[src/rtl/ntt_pkg.sv]
// ---------------------------------------------------------------------------
// ntt_pkg
// Shared constants and types for the 128-point mixed-radix NTT datapath.
//   ADDR_W        : data-memory address width (N = 128)
//   NUM_STAGES    : stages per transform, processed 3, 2, 1, 0
//   BF_PER_STAGE  : radix-4 butterflies per stage
//   stage_t       : 2-bit stage encoding
//   stageStride() : distance between the four operands of a butterfly
// ---------------------------------------------------------------------------
package ntt_pkg;

    localparam int ADDR_W       = 7;
    localparam int N            = 128;
    localparam int NUM_STAGES   = 4;
    localparam int BF_PER_STAGE = 32;
    localparam int CNT_W        = 5;

    typedef enum logic [1:0] {
        STAGE_0 = 2'd0,
        STAGE_1 = 2'd1,
        STAGE_2 = 2'd2,
        STAGE_3 = 2'd3
    } stage_t;

    typedef enum logic [1:0] {
        ST_IDLE = 2'd0,
        ST_RUN  = 2'd1,
        ST_DONE = 2'd2
    } wb_state_t;

    // Operand stride of a butterfly in the given stage.
    function automatic logic [ADDR_W-1:0] stageStride(input stage_t stage);
        logic [ADDR_W-1:0] stride;
        case (stage)
            STAGE_3: stride = 7'd32;
            STAGE_2: stride = 7'd16;
            STAGE_1: stride = 7'd4;
            default: stride = 7'd1;
        endcase
        return stride;
    endfunction

endpackage

[src/rtl/ntt_wb_addr_map.sv]
// ---------------------------------------------------------------------------
// ntt_wb_addr_map
// Combinational address map: butterfly index within a stage plus the stage
// number give the four in-place memory addresses of that butterfly.
//   i_cnt    : butterfly index 0..31 within the stage
//   i_stage  : stage being processed (3..0)
//   o_addr0..o_addr3 : base + n*stride for n = 0..3
// ---------------------------------------------------------------------------
module ntt_wb_addr_map
    import ntt_pkg::*;
(
    input  logic [CNT_W-1:0]  i_cnt,
    input  stage_t            i_stage,
    output logic [ADDR_W-1:0] o_addr0,
    output logic [ADDR_W-1:0] o_addr1,
    output logic [ADDR_W-1:0] o_addr2,
    output logic [ADDR_W-1:0] o_addr3
);

    logic [ADDR_W-1:0] w_base;
    logic [ADDR_W-1:0] w_stride;

    // The base address splits the butterfly index around the stride bits:
    // low index bits stay below the stride, high index bits jump over the
    // 4*stride block the butterfly occupies.
    always_comb begin
        w_stride = stageStride(i_stage);
        w_base   = '0;
        case (i_stage)
            STAGE_3: w_base = {2'b00, i_cnt};
            STAGE_2: w_base = {i_cnt[4], 2'b00, i_cnt[3:0]};
            STAGE_1: w_base = {i_cnt[4:2], 2'b00, i_cnt[1:0]};
            default: w_base = {i_cnt, 2'b00};
        endcase
    end

    // The largest sum is 127, so 7-bit arithmetic never wraps.
    assign o_addr0 = w_base;
    assign o_addr1 = w_base + w_stride;
    assign o_addr2 = w_base + (w_stride << 1);
    assign o_addr3 = w_base + (w_stride << 1) + w_stride;

endmodule

[src/rtl/ntt_wb_addr_gen.sv]
// ---------------------------------------------------------------------------
// ntt_wb_addr_gen
// Write-back address sequencer for the 128-point NTT. Counts butterfly result
// beats and registers the four in-place write addresses for each beat.
//   clk, rst     : clock, asynchronous active-high reset
//   start        : begins a transform when idle
//   res_valid    : one butterfly result beat (four results) is valid
//   wr_en        : registered write strobe for the current beat
//   wr_addr_0..3 : write addresses for results 0..3
//   cur_stage    : stage currently being written
//   busy         : transform in progress
//   stage_done   : pulses with the last write of each stage
//   done         : pulses the cycle after the last write of stage 0
//   err          : sticky, result beat seen outside a transform
// ---------------------------------------------------------------------------
module ntt_wb_addr_gen
    import ntt_pkg::*;
(
    input  logic              clk,
    input  logic              rst,
    input  logic              start,
    input  logic              res_valid,
    output logic              wr_en,
    output logic [ADDR_W-1:0] wr_addr_0,
    output logic [ADDR_W-1:0] wr_addr_1,
    output logic [ADDR_W-1:0] wr_addr_2,
    output logic [ADDR_W-1:0] wr_addr_3,
    output logic [1:0]        cur_stage,
    output logic              busy,
    output logic              stage_done,
    output logic              done,
    output logic              err
);

    localparam logic [CNT_W-1:0] LAST_CNT = CNT_W'(BF_PER_STAGE - 1);

    wb_state_t         r_state;
    logic [CNT_W-1:0]  r_cnt;
    stage_t            r_curStage;
    logic              r_wrEn;
    logic [ADDR_W-1:0] r_wrAddr0;
    logic [ADDR_W-1:0] r_wrAddr1;
    logic [ADDR_W-1:0] r_wrAddr2;
    logic [ADDR_W-1:0] r_wrAddr3;
    logic              r_busy;
    logic              r_stageDone;
    logic              r_done;
    logic              r_err;

    logic [ADDR_W-1:0] w_addr0;
    logic [ADDR_W-1:0] w_addr1;
    logic [ADDR_W-1:0] w_addr2;
    logic [ADDR_W-1:0] w_addr3;

    ntt_wb_addr_map uAddrMap (
        .i_cnt   (r_cnt),
        .i_stage (r_curStage),
        .o_addr0 (w_addr0),
        .o_addr1 (w_addr1),
        .o_addr2 (w_addr2),
        .o_addr3 (w_addr3)
    );

    // Sequencer FSM. Strobes default low every cycle; addresses hold their
    // last value between beats. A beat arriving together with an accepted
    // start is dropped without flagging an error.
    always_ff @(posedge clk or posedge rst) begin
        if (rst) begin
            r_state     <= ST_IDLE;
            r_cnt       <= '0;
            r_curStage  <= STAGE_3;
            r_wrEn      <= 1'b0;
            r_wrAddr0   <= '0;
            r_wrAddr1   <= '0;
            r_wrAddr2   <= '0;
            r_wrAddr3   <= '0;
            r_busy      <= 1'b0;
            r_stageDone <= 1'b0;
            r_done      <= 1'b0;
            r_err       <= 1'b0;
        end else begin
            r_wrEn      <= 1'b0;
            r_stageDone <= 1'b0;
            r_done      <= 1'b0;
            case (r_state)
                ST_IDLE: begin
                    if (start) begin
                        r_state    <= ST_RUN;
                        r_cnt      <= '0;
                        r_curStage <= STAGE_3;
                        r_err      <= 1'b0;
                        r_busy     <= 1'b1;
                    end else if (res_valid) begin
                        r_err <= 1'b1;
                    end
                end
                ST_RUN: begin
                    if (res_valid) begin
                        r_wrEn    <= 1'b1;
                        r_wrAddr0 <= w_addr0;
                        r_wrAddr1 <= w_addr1;
                        r_wrAddr2 <= w_addr2;
                        r_wrAddr3 <= w_addr3;
                        r_cnt     <= r_cnt + 1'b1;
                        if (r_cnt == LAST_CNT) begin
                            r_stageDone <= 1'b1;
                            if (r_curStage == STAGE_0) begin
                                r_state <= ST_DONE;
                                r_busy  <= 1'b0;
                            end else begin
                                r_curStage <= stage_t'(r_curStage - 2'd1);
                            end
                        end
                    end
                end
                ST_DONE: begin
                    r_done     <= 1'b1;
                    r_state    <= ST_IDLE;
                    r_curStage <= STAGE_3;
                    if (res_valid) begin
                        r_err <= 1'b1;
                    end
                end
                default: begin
                    r_state <= ST_IDLE;
                end
            endcase
        end
    end

    assign wr_en      = r_wrEn;
    assign wr_addr_0  = r_wrAddr0;
    assign wr_addr_1  = r_wrAddr1;
    assign wr_addr_2  = r_wrAddr2;
    assign wr_addr_3  = r_wrAddr3;
    assign cur_stage  = r_curStage;
    assign busy       = r_busy;
    assign stage_done = r_stageDone;
    assign done       = r_done;
    assign err        = r_err;

endmodule

[config.mk]
export PLATFORM = sky130hd
export DESIGN_NAME = ntt_wb_addr_gen
export DESIGN_NICKNAME = d
export VERILOG_FILES = /design/src/rtl/ntt_pkg.sv /design/src/rtl/ntt_wb_addr_map.sv /design/src/rtl/ntt_wb_addr_gen.sv
export SDC_FILE = /design/constraint.sdc
export NUM_CORES = 1
export LEC_CHECK = 0
export ABC_AREA = 1
export CAP_MARGIN = 20
export CORE_MARGIN = 4
export CORE_UTILIZATION = 52
export CTS_CLUSTER_SIZE = 25
export DETAILED_ROUTE_END_ITERATION = 16
export PLACE_DENSITY = 0.79
export SLEW_MARGIN = 20
export SYNTH_ARGS = -nofsm -noshare
export SYNTH_HDL_FRONTEND = slang
export SYNTH_SLANG_ARGS = --single-unit
[constraint.sdc]
create_clock -name clk -period 3.3 [get_ports clk]
set_input_delay 0.33 -clock clk [delete_from_list [all_inputs] [get_ports clk]]
set_output_delay 0.33 -clock clk [all_outputs]
set_load 0.005 [all_outputs]
# Word-level counts from Yosys, hierarchy flattened
# Cells that the tools add are included.
word_totals:
  ff_bits: 42
  inputBits: 4
  output_inout_bits: 35
  word_cells: 67
classes:
  addsub: 5
  eq_ne: 11
  muxes: 29
  reduce_logical: 10
op_table:
  columns: ["operator", "n"]
  rows:
  - ["7-bit one-hot mux with 3 select lines", 1]
  - ["6-bit one-hot mux with 3 select lines", 1]
  - ["2-bit 2-to-1 mux", 8]
  - ["7-bit by 6-bit adder with 7-bit output", 2]
  - ["1-bit 2-to-1 mux", 12]
  - ["5-bit 2-to-1 mux", 2]
  - ["2-bit != test, second input constant", 5]
  - ["5-bit one-hot mux with 2 select lines", 1]
  - ["5-bit AND reduction", 2]
  - ["7-bit adder", 1]
  - ["2-bit equality test, second input constant", 3]
  - ["2-bit one-hot mux with 3 select lines", 1]
  - ["5-bit by 1-bit adder with 5-bit output, second input constant", 1]
  - ["5-bit equality test, second input constant", 1]
  - ["2-bit by 1-bit equality test with 1-bit output, second input constant", 2]
  - ["2-bit zero test", 2]
  - ["1-bit one-hot mux with 2 select lines", 2]
  - ["2-bit one-hot mux with 2 select lines", 1]
  - ["4-bit AND reduction", 1]
  - ["2-bit nonzero test", 2]
  - ["3-bit AND reduction", 1]
  - ["3-bit nonzero test", 1]
  - ["2-bit AND reduction", 1]
  - ["2-bit by 1-bit subtractor with 2-bit output, second input constant", 1]

# Longest topological paths before layout
logic_depth:
  ltp_word: 5
  mapped_depth: 19
  ltp_nobuf: 19

# By module
# A second synthesis with hierarchy kept.
unflattened:
  hier_cells: 300
  hier_area_um2: 2257.2
modules_own_cells:
  columns: ["mod", "n_inst", "cells_each", "area_each_um2"]
  rows:
  - ["ntt_wb_addr_gen", 1, 202, 1734.2]
  - ["ntt_wb_addr_map", 1, 98, 523.0]

# Least setup slack after synthesis
# No wires, ideal clock.
synth_timing:
  path_type: "reg-to-reg"
  startpoint: "reg r_curStage[0] (netlist: cur_stage[0])"
  endpoint: "reg r_wrAddr3[6] (netlist: wr_addr_3[6])"
  t_arrival_ns: 2.472
  required_time_ns: 3.187
  path_slack_ns: 0.716
  stages_incl_launch_ff: 16
  path_buffers: 0
  path_cell_list: "dfstp_2 inv_1 ha_1 inv_1 nand2_1 nand3_1 nand2_2 ha_1 o21ai_0 xnor2_1 ha_1 a21oi_1 and2_1 nand3_1 nand2_1 inv_1"
synth_between:
  elab_chain_cells: 4
  elab_cells_between_ends: 7
  classes_between: "2 x add/sub; 3 x eq/ne; 2 x mux"
synth_rtl:
  columns: ["item", "line", "rtl"]
  rows:
  - ["from (decl)", "ntt_wb_addr_gen.sv:39", "stage_t r_curStage;"]
  - ["from (signal assigned)", "ntt_wb_addr_gen.sv:111", "r_curStage <= stage_t'(r_curStage - 2'd1);"]
  - ["2-bit by 1-bit equality test with 1-bit output or 2-bit equality test (tied branches)", "ntt_wb_addr_map.sv:29", "case (i_stage)"]
  - ["7-bit one-hot mux with 3 select lines (*)", "ntt_wb_addr_map.sv:29", null]
  - ["via uAddrMap.o_addr0[3]", "ntt_wb_addr_map.sv:14", "output logic [ADDR_W-1:0] o_addr0,"]
  - ["7-bit adder (*)", null, null]
  - ["via uAddrMap.o_addr2[5]", "ntt_wb_addr_map.sv:16", "output logic [ADDR_W-1:0] o_addr2,"]
  - ["7-bit by 6-bit adder with 7-bit output (*)", "ntt_wb_addr_map.sv:41", "assign o_addr3 = w_base + (w_stride << 1) + w_stride;"]
  - ["to (signal assigned)", "ntt_wb_addr_gen.sv:103", "r_wrAddr3 <= w_addr3;"]
  - ["to (decl)", "ntt_wb_addr_gen.sv:44", "logic [ADDR_W-1:0] r_wrAddr3;"]
# Mark *: on every way through the listed nets, which the timed path passes. The rest lies on a longest branch.
# A chain may end at the register's enable or synchronous reset.

# Final worst setup path
# Same ends and word-level chain as after synthesis.

==> impl_metrics.tcl <==
set metrics [dict create \
    run_status "completed" \
    synth_cells 265 \
    cp.required_ps 3500 \
    ys_seq_area_frac 0.462 \
    grt_pass1_vias 1753 \
    clock_sinks 40 \
    synth_seq_cells 40 \
    drv_slew 0 \
    critical_path.max_fanout 6 \
    nets 323 \
    clk_path_buf_depth 2 \
    cts_setup_buffers 0 \
    utilization 0.666 \
    antenna_cells 0 \
    powerDensity_nw_per_um2 1010 \
    end_kind "flop" \
    hold_path_class "flop to flop" \
    maxCapViolCount 0 \
    reg2reg_to "wr_addr_3[6]$_DFFE_PP0P_" \
    clk-insertion-delay-late_ps 300 \
    avgSynthCellArea_um2 8.20 \
    routed_wl_um 4530 \
    via_per_inst 5.12 \
    ys_types 33 \
    slowest_delay_ps 590 \
    num_rows 23 \
    cp_slowest_cell "dfstp_2" \
    grt_antenna_before_repair 0 \
    syn_nets 284 \
    cts_resized 0 \
    area_growth_pct 23.6 \
    drt_pre_antenna_iters 4 \
    numCtsBuffers 5 \
    port-buffer-count 38 \
    route.detailed.drc 0 \
    ir_drop_mv 0.532 \
    ys_async_sr_fraction 1.00 \
    min_to "wr_addr_2[2]$_DFFE_PP0P_" \
    synth_edf_count 0 \
    fin_cells 355 \
    fin_setup_tns_ps 0 \
    grt.overflow.total 0 \
    drt_iter0_drc 94 \
    die-height_um 72.6 \
    coreArea_um2 4030 \
    setup_viol 0 \
    die-area_um2 5280 \
    dp.cells 347 \
    ant_nets 0 \
    timing.rr.start "cur_stage[0]$_DFFE_PP1P_" \
    start_util 0.539 \
    place.gp.congestion 0.876 \
    critPathBufInv 3 \
    path_clk_slew_ps 80 \
    crit_type "flop to flop" \
    critPathLaunchType "flop" \
    relSlewSlack 0.442 \
    rsz0062_at_grt "no" \
    syn_area_um2 2170 \
    routedWlPerCell_um 12.8 \
    grt_max_degree 36 \
    vias 1816 \
    ys.flop_type "dfrtp_1" \
    hp-start "wr_addr_2[2]$_DFFE_PP0P_" \
    htree_levels 2 \
    r2r_cells 14 \
    max_freq_mhz 345 \
    finClkSkew_ps 3.82 \
    cp_cell_sequence "inv_1, ha_1, inv_2, nand3_1, nand2_2, ha_1, o21ai_0, xnor2_1, ha_1, a21oi_1, and2_1, nand3_1, nand2_1, inv_1" \
    critPathTopFamily "adder cells" \
    die_w_um 72.6 \
    worst_slew_pin_slew_ps 835 \
    cellLeakagePower_nw 1.35 \
    grt_pass1_wl_um 7830 \
    ys_warn_count 0 \
    min_period_ps 2900 \
    crit_top_cell "ha_1" \
    drive_gt1_frac 0.0787 \
    min_path_cells 2 \
    r2r_slack_ps 400 \
    io_pins 39 \
    crit_cells 14 \
    postCtsHoldBufs 0 \
    fillCellCount 341 \
    final-hold-violation-count 0 \
    grt_usage 0.190 \
    hpwl_um 3320 \
    cts-root-buf "clkbuf_8" \
    fin_crit_sh 0.879 \
    cp_data_arrival_time_ps 3100 \
    cts_tree "done" \
    whs_ps 477 \
]
metrics by stage:
step                      total power [mW]  setup slack, ps  area (um^2)
after floorplan                       1.73              716         2170
after global placement                2.25              611         2570
after detailed placement              2.29              499         2570
after CTS                             2.72              436         2690
after global routing                  2.96              152         2690
final                                 2.71              398         2690
state kept, by name, indices dropped and copies added, names as in the netlist:
register	flops
wr_addr_3	6
stage_done	1
err	1
wr_addr_2	6
r_state	2
cur_stage	2
r_cnt	5
busy	1
wr_addr_1	7
done	1
wr_en	1
wr_addr_0	7
synth_stat cells (3+ instances only):
master / number / area, um^2
o21ai_1: 3 / 15.0
nand2_1: 87 / 327
nor3_1: 3 / 15.0
ha_1: 15 / 188
xnor2_1: 3 / 26.3
inv_2: 3 / 11.3
a21oi_1: 4 / 20.0
buf_2: 3 / 15.0
nor2_1: 12 / 45.0
inv_1: 28 / 105
nand3_1: 20 / 100
o21ai_0: 19 / 95.1
dfrtp_1: 38 / 951
cells in the final DEF, fill, tap and decap left out:
cell / instances
a21oi_1: 4
a2bb2oi_1: 1
a31oi_1: 1
and2_1: 1
and3_1: 1
buf_4: 1
bufinv_16: 1
clkbuf_8: 5
clkdlybuf4s50_1: 38
clkinvlp_4: 1
conb_1: 1
dfrtp_1: 38
dfstp_2: 2
ha_1: 15
inv_1: 28
inv_2: 3
inv_6: 1
nand2_1: 87
nand2_2: 2
nand2_4: 1
nand3_1: 20
nand3_2: 1
nand4_1: 1
nor2_1: 12
nor2_2: 2
nor2_8: 1
nor3_1: 3
o211ai_1: 1
o21a_1: 2
o21ai_0: 19
o21ai_1: 3
o21ai_2: 1
o31ai_1: 2
o31ai_2: 1
or2_2: 1
xnor2_1: 3
logic make-up after synthesis:
family                     Yosys count  share of synthesized area
and+or+nand+nor                    133                      0.266
DFF                                 40                      0.462
buffers and inverters               38                     0.0778
AOI/OAI and AO/OA                   35                     0.0939
adders and majority gates           15                     0.0864
xor gates and xnor gates             3                     0.0121
other                                1                    0.00173
per-layer routing:
metal	GRT usage	wire length, um	vias to the layer above
li1	-	-	923
met1	0.258	2100	834
met2	0.284	2070	50
met3	0.0537	266	9
met4	0.0799	96	0
met5	0	0	-
power by group:
part           total [mW]  internal [mW]  leakage (nW)  switching [mW]
clock network       0.416          0.228        0.0548           0.189
logic                1.44          0.697         0.801           0.739
registers           0.856          0.704         0.491           0.152
worst max path at each step:
stage                              from                       end  slack [ps]
2_1_floorplan  cur_stage[0]$_DFFE_PP1P_  wr_addr_3[6]$_DFFE_PP0P_         720
3_3_place_gp   cur_stage[0]$_DFFE_PP1P_  wr_addr_3[6]$_DFFE_PP0P_         610
3_5_place_dp   cur_stage[0]$_DFFE_PP1P_  wr_addr_3[6]$_DFFE_PP0P_         500
4_1_cts        cur_stage[0]$_DFFE_PP1P_  wr_addr_3[6]$_DFFE_PP0P_         440
5_1_grt        cur_stage[0]$_DFFE_PP1P_  wr_addr_3[6]$_DFFE_PP0P_         150
6_report       cur_stage[0]$_DFFE_PP1P_  wr_addr_3[6]$_DFFE_PP0P_         400
area by class of cell:
| class | instances | area [um^2] | share of cell area |
|---|---|---|---|
| clock inverter | 3 | 46.3 | 0.0172 |
| tap | 50 | 62.6 | 0.0233 |
| clock buffer | 5 | 68.8 | 0.0256 |
| multi-input combinational | 187 | 1000 | 0.372 |
| timing repair buffer | 39 | 388 | 0.144 |
| inverter | 31 | 116 | 0.0433 |
| sequential | 40 | 1000 | 0.374 |
worst reg2reg max path, cell delays in order, from the launching register on:
cell	delay (ps)
dfstp_2	590
inv_1	110
ha_1	300
inv_2	120
nand3_1	100
nand2_2	120
ha_1	230
o21ai_0	130
xnor2_1	240
ha_1	310
a21oi_1	200
and2_1	150
nand3_1	70
nand2_1	80
inv_1	40
Note: power is estimated with default switching activity, not from simulation.
